--- src/rtl/shift_seq_ctrl.sv ---
// shift_seq_ctrl: multi-cycle shift sequencer for the execute stage.
// One small fixed-step shift stage is reused across cycles instead of a
// full barrel shifter. The default build steps by 2 bits per cycle (1 for an
// odd remainder). Defining SHIFT_SEQ_STEP4_EN adds a 4-bit step.
//
// Ports:
//   clk        clock, rising edge
//   rst        synchronous active-high reset (priority over flush)
//   flush      abort any in-flight op and return to idle; drops a same-cycle request
//   in_valid   request valid
//   in_ready   sequencer can accept a request (low while rst is high)
//   in_data    operand
//   in_op      00 SLL, 01 SRL, 10 SRA, 11 reserved (treated as SLL)
//   in_shamt   shift amount
//   out_valid  result valid, held until out_ready
//   out_ready  consumer accepts result
//   out_data   shifted result (qualify with out_valid)
//   busy       high while shifting or holding a result
module shift_seq_ctrl #(
  parameter int unsigned DATA_WIDTH = 32,
  parameter int unsigned SHAMT_W    = 5
) (
  input  logic                  clk,
  input  logic                  rst,
  input  logic                  flush,
  input  logic                  in_valid,
  output logic                  in_ready,
  input  logic [DATA_WIDTH-1:0] in_data,
  input  logic [1:0]            in_op,
  input  logic [SHAMT_W-1:0]    in_shamt,
  output logic                  out_valid,
  input  logic                  out_ready,
  output logic [DATA_WIDTH-1:0] out_data,
  output logic                  busy
);

  typedef enum logic [1:0] {StIdle, StShift, StDone} state_e;

  state_e                state_q;
  logic [DATA_WIDTH-1:0] work_q;
  logic [SHAMT_W-1:0]    rem_q;
  logic [1:0]            op_q;
  logic                  out_valid_q;

  logic [SHAMT_W-1:0]    step;
  logic [DATA_WIDTH-1:0] work_shift;

  // Largest step that does not overshoot the remaining count.
  always_comb begin
    step = SHAMT_W'(1);
`ifdef SHIFT_SEQ_STEP4_EN
    if (rem_q >= SHAMT_W'(4)) begin
      step = SHAMT_W'(4);
    end else if (rem_q >= SHAMT_W'(2)) begin
      step = SHAMT_W'(2);
    end
`else
    if (rem_q >= SHAMT_W'(2)) begin
      step = SHAMT_W'(2);
    end
`endif
  end

  // SRA fills from the current MSB, which is the original sign at every step.
  always_comb begin
    work_shift = work_q << step;
    case (op_q)
      2'b01:   work_shift = work_q >> step;
      2'b10:   work_shift = $unsigned($signed(work_q) >>> step);
      default: work_shift = work_q << step;
    endcase
  end

  always_ff @(posedge clk) begin
    if (rst) begin
      state_q     <= StIdle;
      work_q      <= '0;
      rem_q       <= '0;
      op_q        <= 2'b00;
      out_valid_q <= 1'b0;
    end else if (flush) begin
      // Work register is deliberately left alone; nothing consumes it outside StDone.
      state_q     <= StIdle;
      rem_q       <= '0;
      out_valid_q <= 1'b0;
    end else begin
      unique case (state_q)
        StIdle: begin
          if (in_valid) begin
            work_q <= in_data;
            op_q   <= in_op;
            rem_q  <= in_shamt;
            if (in_shamt == '0) begin
              state_q     <= StDone;
              out_valid_q <= 1'b1;
            end else begin
              state_q <= StShift;
            end
          end
        end
        StShift: begin
          work_q <= work_shift;
          rem_q  <= rem_q - step;
          if (rem_q == step) begin
            state_q     <= StDone;
            out_valid_q <= 1'b1;
          end
        end
        StDone: begin
          if (out_ready) begin
            state_q     <= StIdle;
            out_valid_q <= 1'b0;
          end
        end
        default: begin
          state_q     <= StIdle;
          out_valid_q <= 1'b0;
        end
      endcase
    end
  end

  assign in_ready  = (state_q == StIdle) && !rst;
  assign busy      = (state_q != StIdle);
  assign out_valid = out_valid_q;
  assign out_data  = work_q;

endmodule

--- config.mk ---
export PLATFORM = sky130hd
export DESIGN_NAME = shift_seq_ctrl
export DESIGN_NICKNAME = d
export VERILOG_FILES = /design/src/rtl/shift_seq_ctrl.sv
export SDC_FILE = /design/constraint.sdc
export NUM_CORES = 1
export LEC_CHECK = 0
export CORE_MARGIN = 10
export CORE_UTILIZATION = 54
export DETAILED_ROUTE_END_ITERATION = 16
export PLACE_DENSITY = 0.94
export SYNTH_ARGS = -nofsm -noshare
export SYNTH_HDL_FRONTEND = slang
export SYNTH_SLANG_ARGS = --single-unit
--- constraint.sdc ---
create_clock -name clk -period 6.2 [get_ports clk]
set_clock_uncertainty 0.15 [all_clocks]
set_input_delay 1.86 -clock clk [delete_from_list [all_inputs] [get_ports clk]]
set_output_delay 1.86 -clock clk [all_outputs]
set_load 0.02 [all_outputs]
==> impl_metrics.tcl <==
set metrics [dict create \
    synth_compound_area_share_pct 28.2 \
    clk_latency_ns 0.30 \
    antenna_found_initial 0 \
    wl_mm 9.44 \
    synth_seq_cells 42 \
    finalHoldViolCount 0 \
    cp.required_ns 4.19 \
    firstDrtPassIters 5 \
    fmax_mhz 192 \
    synth_edf_count 0 \
    final_cells 485 \
    wire_per_inst_um 19.5 \
    nets 459 \
    design_area_sq_um 3940 \
    vdd_ir_drop_max_v 0.000143 \
    hp-class "flip-flop to flip-flop" \
    cp-start-kind "primary input" \
    ys_seq_area_share_pct 27.3 \
    synth-xor-area-share_pct 0 \
    syn-cell-area_sq_um 3080 \
    dominantRegCellSynth "dfxtp_1" \
    syn_inst 356 \
    min_to "rem_q[0]" \
    hpwl_mm 6.34 \
    place_area_sq_um 3840 \
    detailroute.via_count 3191 \
    worstMarginPinSlew_ns 1.29 \
    cts_buffers 5 \
    seqPwrFrac_pct 40.7 \
    areaGrowthSynthToFinish_pct 27.7 \
    grt.total_usage_pct 19.9 \
    grt_pass1_vias 3041 \
    yosys.area_share.simple_pct 13.5 \
    synth_top_cell_by_area "dfxtp_1" \
    grt_overflow_total 0 \
    combPwrFrac_pct 34.8 \
    root_buffer "clkbuf_8" \
    tns_ns 0 \
    yosysTopAreaCellShare_pct 27.3 \
    die-area_sq_um 9130 \
    cts_hold_buf 0 \
    maxSlewViolCount 0 \
    mappedNetlistNets 403 \
    p_sw_share_pct 33.5 \
    r2r_end "rem_q[3]" \
    final_layout_size_suffix_gt1_share_pct 17.7 \
    clockBufferDepth 2 \
    synth_top_cells_by_area "dfxtp_1, mux2_2, mux2_4" \
    io_buffers 78 \
    total_leakage_power_uw 0.00152 \
    relSlewSlack_pct 14.1 \
    powerDensity_nw_per_um2 196 \
    status "completed" \
    synth_top_family_by_area "compound AO/OA/AOI/OAI gates" \
    viasPerCell 6.58 \
    final.min_clock_period_ns 5.20 \
    cts_tree "yes" \
    endpoint_kind "output pin" \
    dr.first_iter.drc_count 322 \
    diodes 0 \
    cap_violations 0 \
    p_sw_uw 258 \
    reg2reg_depth 8 \
    htreeDepth 2 \
    grt_pass1_wl_mm 14.9 \
    gp_congestion 0.927 \
    p_int_uw 513 \
    fin_crit_sh_pct 83.9 \
    drc_errors 0 \
    path_clk_slew_ns 0.08 \
    synth.area.mux_share_pct 23.2 \
    arrival_ns 3.19 \
    synth_warnings 0 \
    ant_nets 0 \
    min_from "rem_q[0]" \
    placementRows 27 \
    synthAdderAreaFrac_pct 1.22 \
    reg2reg_slack_ns 2.96 \
    clkPwrFrac_pct 24.5 \
    crit_type "primary input to output pin" \
    ys_types 40 \
    coreArea_sq_um 5510 \
    fp.dieW_um 95.5 \
    initial_utilization_pct 55.9 \
    r2r-start "rem_q[1]" \
    clock_sinks 42 \
    chipHeight_um 95.5 \
    postCtsResizedCells 0 \
    post_cts_buffers 0 \
    rsz0062_at_grt "false" \
    async_reset_ff_share_pct 0 \
    placed_cells 477 \
    setup_viol 0 \
    avgSynthCellArea_sq_um 8.65 \
    cp_max_fo 19 \
    grt_max_degree 37 \
    ios 79 \
    hold_depth 2 \
]
[per-stage QoR]
step                hold WS, ns  setup WS, ns  power, uW  utilization [%]
finish                    0.349          1.00        771             71.5
global route              0.377         0.952        803             71.5
CTS                       0.354         0.997        770             71.5
detailed placement        0.331         0.998        583             69.7
global placement          0.322          1.01        572             69.7
floorplan                 0.313          1.67        492                -
[registers in the layout, summed over array words and instances (netlist names)]
register	count
out_data	32
rem_q	5
op_q	2
state_q	2
out_valid	1
[how the worst max path moves through the flow]
stage / start / end / slack (ns) / depth (start not counted)
final: rst / in_ready / 1.00 / 4
after global routing: rst / in_ready / 0.95 / 4
after CTS: rst / in_ready / 1.0 / 4
after detailed placement: rst / in_ready / 1.0 / 4
after global placement: rst / in_ready / 1.01 / 4
after floorplan: rst / in_ready / 1.67 / 3
[logic make-up after synthesis]
| group | after synthesis |
|---|---|
| multiplexers | 58 |
| AO/OA/AOI/OAI | 119 |
| AND/OR/NAND/NOR | 88 |
| flip-flops | 42 |
| adder cells (fa/ha/maj) | 3 |
| buffers and inverters | 46 |
[synthesized netlist by cell type, types with 2 or more instances]
master	count
dfxtp_1	42
mux2_2	38
a21oi_1	35
nor2_1	34
clkbuf_1	26
a221o_1	20
a22o_1	20
nand2_1	18
mux2_4	17
o21ai_0	12
inv_1	11
nand3_1	11
a2111oi_0	6
a221oi_1	6
nand3b_1	6
o31ai_1	6
and3_1	4
buf_2	4
nand2b_1	4
a211oi_1	3
a31oi_1	3
buf_6	3
ha_1	3
nor3_1	3
or4_1	3
mux2i_1	2
nor2b_1	2
o21bai_1	2
[worst max-delay path, stage by stage]
cell and delay [ns]:
clkdlybuf4s50_1 0.39, buf_4 0.20, nor2_1 0.12, clkdlybuf4s50_1 0.62
[area by class of cell]
type | instances | area [sq um]
multi-input combinational | 268 | 2040
fill | 430 | 1570
sequential | 42 | 841
timing repair buffer | 83 | 818
tap | 72 | 90.1
clock buffer | 6 | 82.6
inverter | 12 | 46.3
clock inverter | 2 | 12.5
[power groups by stage]
stage,combinational (uW),sequential (uW),clock [uW]
global route,286,317,201
global placement,255,317,0
floorplan,163,329,0
finish,269,314,189
detailed placement,264,319,0
CTS,267,312,191
[per-layer routing]
metal,wire length (um),up-vias,track usage (%)
li1,-,1463,-
met1,3860,1513,24.3
met2,4490,191,32.8
met3,925,24,5.58
met4,162,0,6.39
met5,0,-,0
[cell usage in the layout, fill, tap and decap left out, drive strengths merged]
cell type	count
a2111oi	6
a211oi	3
a21oi	35
a221o	20
a221oi	6
a22o	20
a311oi	1
a31oi	3
and3	4
buf	5
clkbuf	6
clkdlybuf4s50	78
clkinv	2
clkinvlp	1
dfxtp	42
ha	3
inv	11
mux2	56
mux2i	2
nand2	18
nand2b	4
nand3	11
nand3b	6
nand4	1
nor2	34
nor2b	2
nor3	3
o211a	1
o211ai	1
o21a	1
o21ai	12
o21ba	1
o21bai	2
o221ai	1
o31ai	6
or3	1
or3b	1
or4	3
Power figures use the tool's default switching activity.
